[src/rtl/char_plane_pkg.sv]
// rtl/char_plane_pkg.sv - shared constants and state encoding for the character plane writer
//
// Purpose: plane geometry, control character codes, field widths and the
// sequencer state encoding used by char_plane_writer and plane_sweep_counter.
// Ports: none (package).

package char_plane_pkg;

  localparam int ROWS  = 16;
  localparam int COLS  = 40;
  localparam int ROW_W = 4;
  localparam int COL_W = 6;

  localparam logic [7:0] BLANK   = 8'h20;
  localparam logic [7:0] CHAR_NL = 8'h0A;
  localparam logic [7:0] CHAR_BS = 8'h08;
  localparam logic [7:0] CHAR_FF = 8'h0C;

  localparam logic [ROW_W-1:0] LAST_ROW = ROW_W'(ROWS - 1);
  localparam logic [COL_W-1:0] LAST_COL = COL_W'(COLS - 1);

  typedef enum logic [2:0] {
    ST_IDLE      = 3'd0,
    ST_PUT       = 3'd1,
    ST_ERASE     = 3'd2,
    ST_SCROLL    = 3'd3,
    ST_BLANK_ROW = 3'd4,
    ST_CLEAR     = 3'd5
  } state_e;

  // States in which the plane write port is driven.
  function automatic logic is_write_state(input state_e s);
    return (s == ST_PUT) || (s == ST_ERASE) || (s == ST_BLANK_ROW) || (s == ST_CLEAR);
  endfunction

endpackage

[src/rtl/plane_sweep_counter.sv]
// rtl/plane_sweep_counter.sv - row-major raster counter used to blank a row or the whole plane
//
// Purpose: holds the current sweep position. start_i loads (start_row_i, 0);
// each advance_i steps one cell row-major. With single_row_i the sweep ends
// at the last column of the start row, otherwise at (ROWS-1, COLS-1).
// Ports:
//   clock        in   system clock
//   reset        in   asynchronous active-low reset
//   start_i      in   load start position (has priority over advance_i)
//   start_row_i  in   row to start from
//   single_row_i in   sweep only the start row
//   advance_i    in   step to the next cell
//   row_o        out  current sweep row
//   column_o     out  current sweep column
//   done_o       out  current position is the final cell of the sweep

module plane_sweep_counter
  import char_plane_pkg::*;
(
  input  logic             clock,
  input  logic             reset,
  input  logic             start_i,
  input  logic [ROW_W-1:0] start_row_i,
  input  logic             single_row_i,
  input  logic             advance_i,
  output logic [ROW_W-1:0] row_o,
  output logic [COL_W-1:0] column_o,
  output logic             done_o
);

  logic [ROW_W-1:0] row_q;
  logic [COL_W-1:0] col_q;
  logic             single_q;

  assign row_o    = row_q;
  assign column_o = col_q;
  assign done_o   = (col_q == LAST_COL) && (single_q || (row_q == LAST_ROW));

  always_ff @(posedge clock or negedge reset) begin
    if (!reset) begin
      row_q    <= '0;
      col_q    <= '0;
      single_q <= 1'b0;
    end else if (start_i) begin
      row_q    <= start_row_i;
      col_q    <= '0;
      single_q <= single_row_i;
    end else if (advance_i && !done_o) begin
      // Never steps past the final cell, so row_q cannot leave the plane.
      if (col_q == LAST_COL) begin
        col_q <= '0;
        row_q <= row_q + ROW_W'(1);
      end else begin
        col_q <= col_q + COL_W'(1);
      end
    end
  end

endmodule

[src/rtl/char_plane_writer.sv]
// rtl/char_plane_writer.sv - turns a character stream into write/scroll commands for the 16x40 text plane
//
// Purpose: owns the text cursor; handles printable codes, newline, backspace,
// clear-screen, line wrap and scroll on bottom-row overflow.
// Ports:
//   clock            in   system clock
//   reset            in   asynchronous active-low reset
//   in_char[7:0]     in   character code from the source
//   in_valid         in   in_char is valid
//   in_ready         out  a character can be accepted this cycle
//   wr_we            out  plane write enable
//   wr_row[3:0]      out  plane write row
//   wr_column[5:0]   out  plane write column
//   wr_character_id  out  plane write data
//   push_up          out  one-cycle scroll command
//   cursor_row       out  cursor row
//   cursor_column    out  cursor column
//   busy             out  sequencer is not idle

module char_plane_writer
  import char_plane_pkg::*;
(
  input  logic             clock,
  input  logic             reset,
  input  logic [7:0]       in_char,
  input  logic             in_valid,
  output logic             in_ready,
  output logic             wr_we,
  output logic [ROW_W-1:0] wr_row,
  output logic [COL_W-1:0] wr_column,
  output logic [7:0]       wr_character_id,
  output logic             push_up,
  output logic [ROW_W-1:0] cursor_row,
  output logic [COL_W-1:0] cursor_column,
  output logic             busy
);

  state_e           state_q, state_d;
  logic [ROW_W-1:0] row_q, row_d;
  logic [COL_W-1:0] col_q, col_d;
  logic [ROW_W-1:0] wr_row_q, wr_row_d;
  logic [COL_W-1:0] wr_col_q, wr_col_d;
  logic [7:0]       wr_data_q, wr_data_d;

  logic             sw_start;
  logic [ROW_W-1:0] sw_start_row;
  logic             sw_single;
  logic             sw_advance;
  logic [ROW_W-1:0] sw_row;
  logic [COL_W-1:0] sw_col;
  logic             sw_done;
  logic             sweeping;
  logic             accept;

  plane_sweep_counter u_sweep (
    .clock        (clock),
    .reset        (reset),
    .start_i      (sw_start),
    .start_row_i  (sw_start_row),
    .single_row_i (sw_single),
    .advance_i    (sw_advance),
    .row_o        (sw_row),
    .column_o     (sw_col),
    .done_o       (sw_done)
  );

  // Gating with reset keeps in_ready low while reset is held even though the
  // state register already reads IDLE.
  assign in_ready = (state_q == ST_IDLE) && reset;
  assign busy     = (state_q != ST_IDLE);
  assign wr_we    = is_write_state(state_q);
  assign push_up  = (state_q == ST_SCROLL);
  assign accept   = in_valid && in_ready;
  assign sweeping = (state_q == ST_BLANK_ROW) || (state_q == ST_CLEAR);

  // During a sweep the address comes straight from the counter; the holding
  // registers track it so the last swept cell persists afterwards.
  assign wr_row          = sweeping ? sw_row : wr_row_q;
  assign wr_column       = sweeping ? sw_col : wr_col_q;
  assign wr_character_id = wr_data_q;

  assign cursor_row    = row_q;
  assign cursor_column = col_q;

  always_comb begin
    state_d      = state_q;
    row_d        = row_q;
    col_d        = col_q;
    wr_row_d     = wr_row_q;
    wr_col_d     = wr_col_q;
    wr_data_d    = wr_data_q;
    sw_start     = 1'b0;
    sw_start_row = '0;
    sw_single    = 1'b0;
    sw_advance   = 1'b0;

    unique case (state_q)
      ST_IDLE: begin
        if (accept) begin
          unique case (in_char)
            CHAR_NL: begin
              col_d = '0;
              if (row_q < LAST_ROW) row_d = row_q + ROW_W'(1);
              else                  state_d = ST_SCROLL;
            end
            CHAR_BS: begin
              if (col_q != '0) begin
                col_d     = col_q - COL_W'(1);
                wr_row_d  = row_q;
                wr_col_d  = col_q - COL_W'(1);
                wr_data_d = BLANK;
                state_d   = ST_ERASE;
              end
            end
            CHAR_FF: begin
              sw_start     = 1'b1;
              sw_start_row = '0;
              sw_single    = 1'b0;
              wr_data_d    = BLANK;
              state_d      = ST_CLEAR;
            end
            default: begin
              wr_row_d  = row_q;
              wr_col_d  = col_q;
              wr_data_d = in_char;
              state_d   = ST_PUT;
            end
          endcase
        end
      end

      ST_PUT: begin
        state_d = ST_IDLE;
        if (col_q < LAST_COL) begin
          col_d = col_q + COL_W'(1);
        end else begin
          col_d = '0;
          if (row_q < LAST_ROW) row_d = row_q + ROW_W'(1);
          else                  state_d = ST_SCROLL;
        end
      end

      ST_ERASE: state_d = ST_IDLE;

      ST_SCROLL: begin
        sw_start     = 1'b1;
        sw_start_row = LAST_ROW;
        sw_single    = 1'b1;
        wr_data_d    = BLANK;
        state_d      = ST_BLANK_ROW;
      end

      ST_BLANK_ROW, ST_CLEAR: begin
        sw_advance = 1'b1;
        wr_row_d   = sw_row;
        wr_col_d   = sw_col;
        if (sw_done) begin
          state_d = ST_IDLE;
          if (state_q == ST_CLEAR) begin
            row_d = '0;
            col_d = '0;
          end
        end
      end

      default: state_d = ST_IDLE;
    endcase
  end

  always_ff @(posedge clock or negedge reset) begin
    if (!reset) begin
      state_q   <= ST_IDLE;
      row_q     <= '0;
      col_q     <= '0;
      wr_row_q  <= '0;
      wr_col_q  <= '0;
      wr_data_q <= '0;
    end else begin
      state_q   <= state_d;
      row_q     <= row_d;
      col_q     <= col_d;
      wr_row_q  <= wr_row_d;
      wr_col_q  <= wr_col_d;
      wr_data_q <= wr_data_d;
    end
  end

endmodule

[config.mk]
export PLATFORM = sky130hd
export DESIGN_NAME = char_plane_writer
export DESIGN_NICKNAME = d
export VERILOG_FILES = /design/src/rtl/char_plane_pkg.sv /design/src/rtl/plane_sweep_counter.sv /design/src/rtl/char_plane_writer.sv
export SDC_FILE = /design/constraint.sdc
export NUM_CORES = 1
export LEC_CHECK = 0
export ABC_AREA = 0
export ABC_CLOCK_PERIOD_IN_PS = 2100
export BUFFER_PORTS_ARGS = -buffer_cell sky130_fd_sc_hd__buf_2
export CORE_ASPECT_RATIO = 1.5
export CORE_UTILIZATION = 40
export CTS_CLUSTER_DIAMETER = 30
export CTS_CLUSTER_SIZE = 12
export DETAILED_ROUTE_END_ITERATION = 10
export PLACE_DENSITY = 0.66
export REMOVE_ABC_BUFFERS = 1
export SLEW_MARGIN = 30
export SYNTH_ARGS = -nofsm -noshare
export SYNTH_HDL_FRONTEND = slang
export SYNTH_SLANG_ARGS = --single-unit
[constraint.sdc]
create_clock -name clock -period 2.1 [get_ports clock]
set_input_delay 0.105 -clock clock [delete_from_list [all_inputs] [get_ports clock]]
set_output_delay 0.105 -clock clock [all_outputs]
set_load 0.1 [all_outputs]
==> summary.txt <==
Yosys
  – Top cell type's share of synthesized area: 0.392
  – Post-synth ARST share: 1.00
  – Top FF cell, synth: dfrtp_1
  – Synth warn: 0
  – Sequential area share after synthesis: 0.392
  – Post-synth cell types: 56
  – Mapped Area: 0.00268 mm²
  – Number of synthesized flops with an enable pin: 0
  – Most frequent cell after synthesis: nand2_1
  – Top cells by area, synth: dfrtp_1, nand2_1, mux2_2
  – Post-synth top cells: nand2_1, dfrtp_1, o21ai_0
  – #FFs+latches synth: 42
  – Leading area contributor after synthesis: dfrtp_1
  – Post-Syn Area per Cell: 9.01 µm²
  – Synth Instances: 298

Routing
  – Vias: 2456
  – Vias/cell: around 5.6
  – Post-DRT Antenna Nets: 0
  – DR top layer: met4
  – M1 WL: 2690 µm
  – # DRC: 0
  – Pre-Repair DR Iteration Count: 4
  – Routed len/inst: roughly 16 µm
  – WL final: 6860 µm
  – DR iter-0 viols: 110
  – Met2 WL: 3660 µm
  – WL met3: 250 µm

GRT
  – Largest net degree at the start of global routing: 44
  – Initial antenna violation count: 0
  – Global route overflow: 0
  – GRT Util Overall: 0.210
  – Vias in the first global route: 2408
  – First-pass GRT wire length: 11100 µm

Final layout
  – Area of the multi-input gates: 0.00150 mm²
  – Layout cells sized above 1: 0.295
  – Non-Filler Instances: about 440
  – Reg area: 0.00105 mm²
  – Area grow syn2layout: 28.3%
  – Fillers: 614
  – Nets: 376
  – Number of inserted diodes: 0
  – Fin util: 0.531

Die
  – Starting density of the core: 0.414
  – Num rows: 36
  – Die Y-Extent: 102 µm
  – Die width: 68.9 µm
  – Core area: 0.00649 mm²
  – I/O Pins: 43
  – Die area: 0.00705 mm²

STA
  – Final period util: 0.987
  – Final Max Tran Viols: 0
  – Relative slew slack: 0.496
  – Fin crit period: 2.07 ns
  – Worst Clk Skew: 0.00613 ns
  – Final setup viols: 0
  – Hold Fails Final Rpt: 0
  – RSZ-0062 raised after global routing: true
  – Fmax: 483 MHz
  – Slew @ Worst Pin: 0.753 ns

Critical path
  – CP Launch Point: cursor_column[0]
  – CP max stage cell: dfrtp_1
  – Max stage delay on crit path: about 0.44 ns
  – Worst path buffer plus inverter count: 0
  – Flop-to-flop setup slack: ~0.028 ns
  – Worst r2r src: cursor_column[0]
  – Crit path depth: 6
  – Worst Reg-to-Reg Cells: 6
  – Top delay family on crit path: simple AND/OR/NAND/NOR gates
  – Capture point of the critical path: cursor_row[0]
  – Critical-path cell list: ha_1 > a211o_1 > a21oi_1 > or3_1 > or2_1 > a21o_1
  – Startpoint types: register
  – CP Capture Type: register
  – Crit Path Max Fanout: 6
  – Worst R2R End: cursor_row[0]
  – WP data arrival: 2.26 ns
  – WS Path Type: reg2reg
  – Critical Path RT: around 2.3 ns

Power and ir drop
  – Pwr Density: 1590 mW/mm²
  – Leak Pwr: 1.64 nW
  – Total Power: about 5.5 mW
  – Peak supply drop: 1.66 mV

Run
  – Max-Cap Viols: 0

Clock tree
  – Clock Path Buffers: 2
  – Root Driver: clkbuf_8
  – CTS buffer count: 5
  – Clock sinks: 42
  – Clk_lat worst skew: ~0.3 ns
  – CTS HTree Levels: 2
  – TritonCTS clock tree: built
  – Clock Pin Slew Worst Setup and Hold Paths: 0.09 ns

Placement
  – Port Buffers: 42
  – DP Cell Count: 425
  – Routability Congestion: between 0.9 and 1
  – Dpl hpwl: ~5200 µm

Min path
  – Hold Crit Class: in2reg
  – Hold path depth: 3

Status
  – Status: finished, final reports clean
-- stage by stage --
step,setup TNS [ns],setup slack [ns],cell area (µm²),hold slack [ns]
6_report,0,0.0281,3440,0.0660
5_1_grt,-0.171,-0.0410,3440,0.0836
4_1_cts,0,0.00494,3420,0.0725
3_5_place_dp,0,0.0285,3270,0.295
3_3_place_gp,0,0.0678,3270,0.301
2_1_floorplan,-12.25,-0.993,2610,-0.191
-- cell usage in the layout, fill, tap and decap left out, types with 2 or more instances in the layout --
| master | count |
|---|---|
| nand2_1 | 55 |
| dfrtp_1 | 41 |
| buf_2 | 32 |
| buf_4 | 25 |
| o21ai_0 | 21 |
| inv_1 | 17 |
| nor2_1 | 15 |
| nand3_1 | 13 |
| xor2_1 | 12 |
| mux2_2 | 11 |
| buf_12 | 11 |
| mux2i_1 | 10 |
| a21oi_1 | 6 |
| ha_1 | 6 |
| clkbuf_8 | 6 |
| nor3_1 | 5 |
| a31oi_1 | 5 |
| nand4_1 | 4 |
| o31ai_1 | 4 |
| xnor2_1 | 3 |
| o211ai_1 | 3 |
| o32a_1 | 3 |
| or3_1 | 3 |
| nand2b_1 | 2 |
| nand3b_1 | 2 |
| nor4_1 | 2 |
| or2_2 | 2 |
| and4_1 | 2 |
| a211o_1 | 2 |
| a21o_1 | 2 |
| bufinv_16 | 2 |
-- how the worst min path moves through the flow --
stage          startpoint                 end  slack (ns)
2_1_floorplan       reset    cursor_column[0]       -0.19
3_3_place_gp        reset         wr_row_q[0]        0.30
3_5_place_dp        reset         wr_row_q[2]        0.30
4_1_cts        in_char[3]  wr_character_id[3]        0.07
5_1_grt        in_char[3]  wr_character_id[3]        0.08
6_report       in_char[3]  wr_character_id[3]        0.07
-- metal layers --
metal	track usage	up-vias
met1	0.257	1187
met4	0.0895	0
met5	0	-
met3	0.0324	27
li1	-	1169
met2	0.358	73
-- sequential cells by signal, indices dropped and copies added (netlist names) --
register / flops
state_q: 3
u_sweep.row_o: 4
wr_row_q: 4
cursor_row: 4
wr_character_id: 8
cursor_column: 6
wr_col_q: 6
u_sweep.column_o: 6
u_sweep.single_q: 1
-- area by class of cell --
cell class                 count  area share
clock inverter                 2      0.0174
timing repair buffer          70       0.171
sequential                    42       0.306
inverter                      17      0.0185
tap                           76      0.0276
clock buffer                   6      0.0240
multi-input combinational    222       0.435
-- power by group --
part / internal [mW] / switching, mW
Combinational: 0.999 / 2.47
Clock: 0.508 / 0.305
Sequential: 1.02 / 0.176
-- cell families (layout without fill, tap and decap cells) --
family | Yosys count | count (layout) | synth area share
muxes | 22 | 22 | 0.0890
AOI/OAI and AO/OA | 60 | 60 | 0.159
adders and majority gates | 7 | 7 | 0.0326
and+or+nand+nor | 118 | 118 | 0.226
buffers and inverters | 34 | 95 | 0.0527
xor gates and xnor gates | 15 | 15 | 0.0490
DFF | 42 | 42 | 0.392
-- worst min-delay path: stages --
cell and delay (ns):
buf_2 0.11, nand2_1 0.05, mux2i_1 0.07
-- repair_timing --
| action | 4_1_cts | 5_1_grt |
|---|---|---|
| endpoints found under the hold margin | 42 | 0 |
| setup buffers | 0 | 1 |
| hold buffers | 1 | 0 |
| gates resized for setup | 0 | 5 |
| endpoints found under the setup margin | 0 | 8 |
Note: power is estimated with default switching activity, not from simulation.
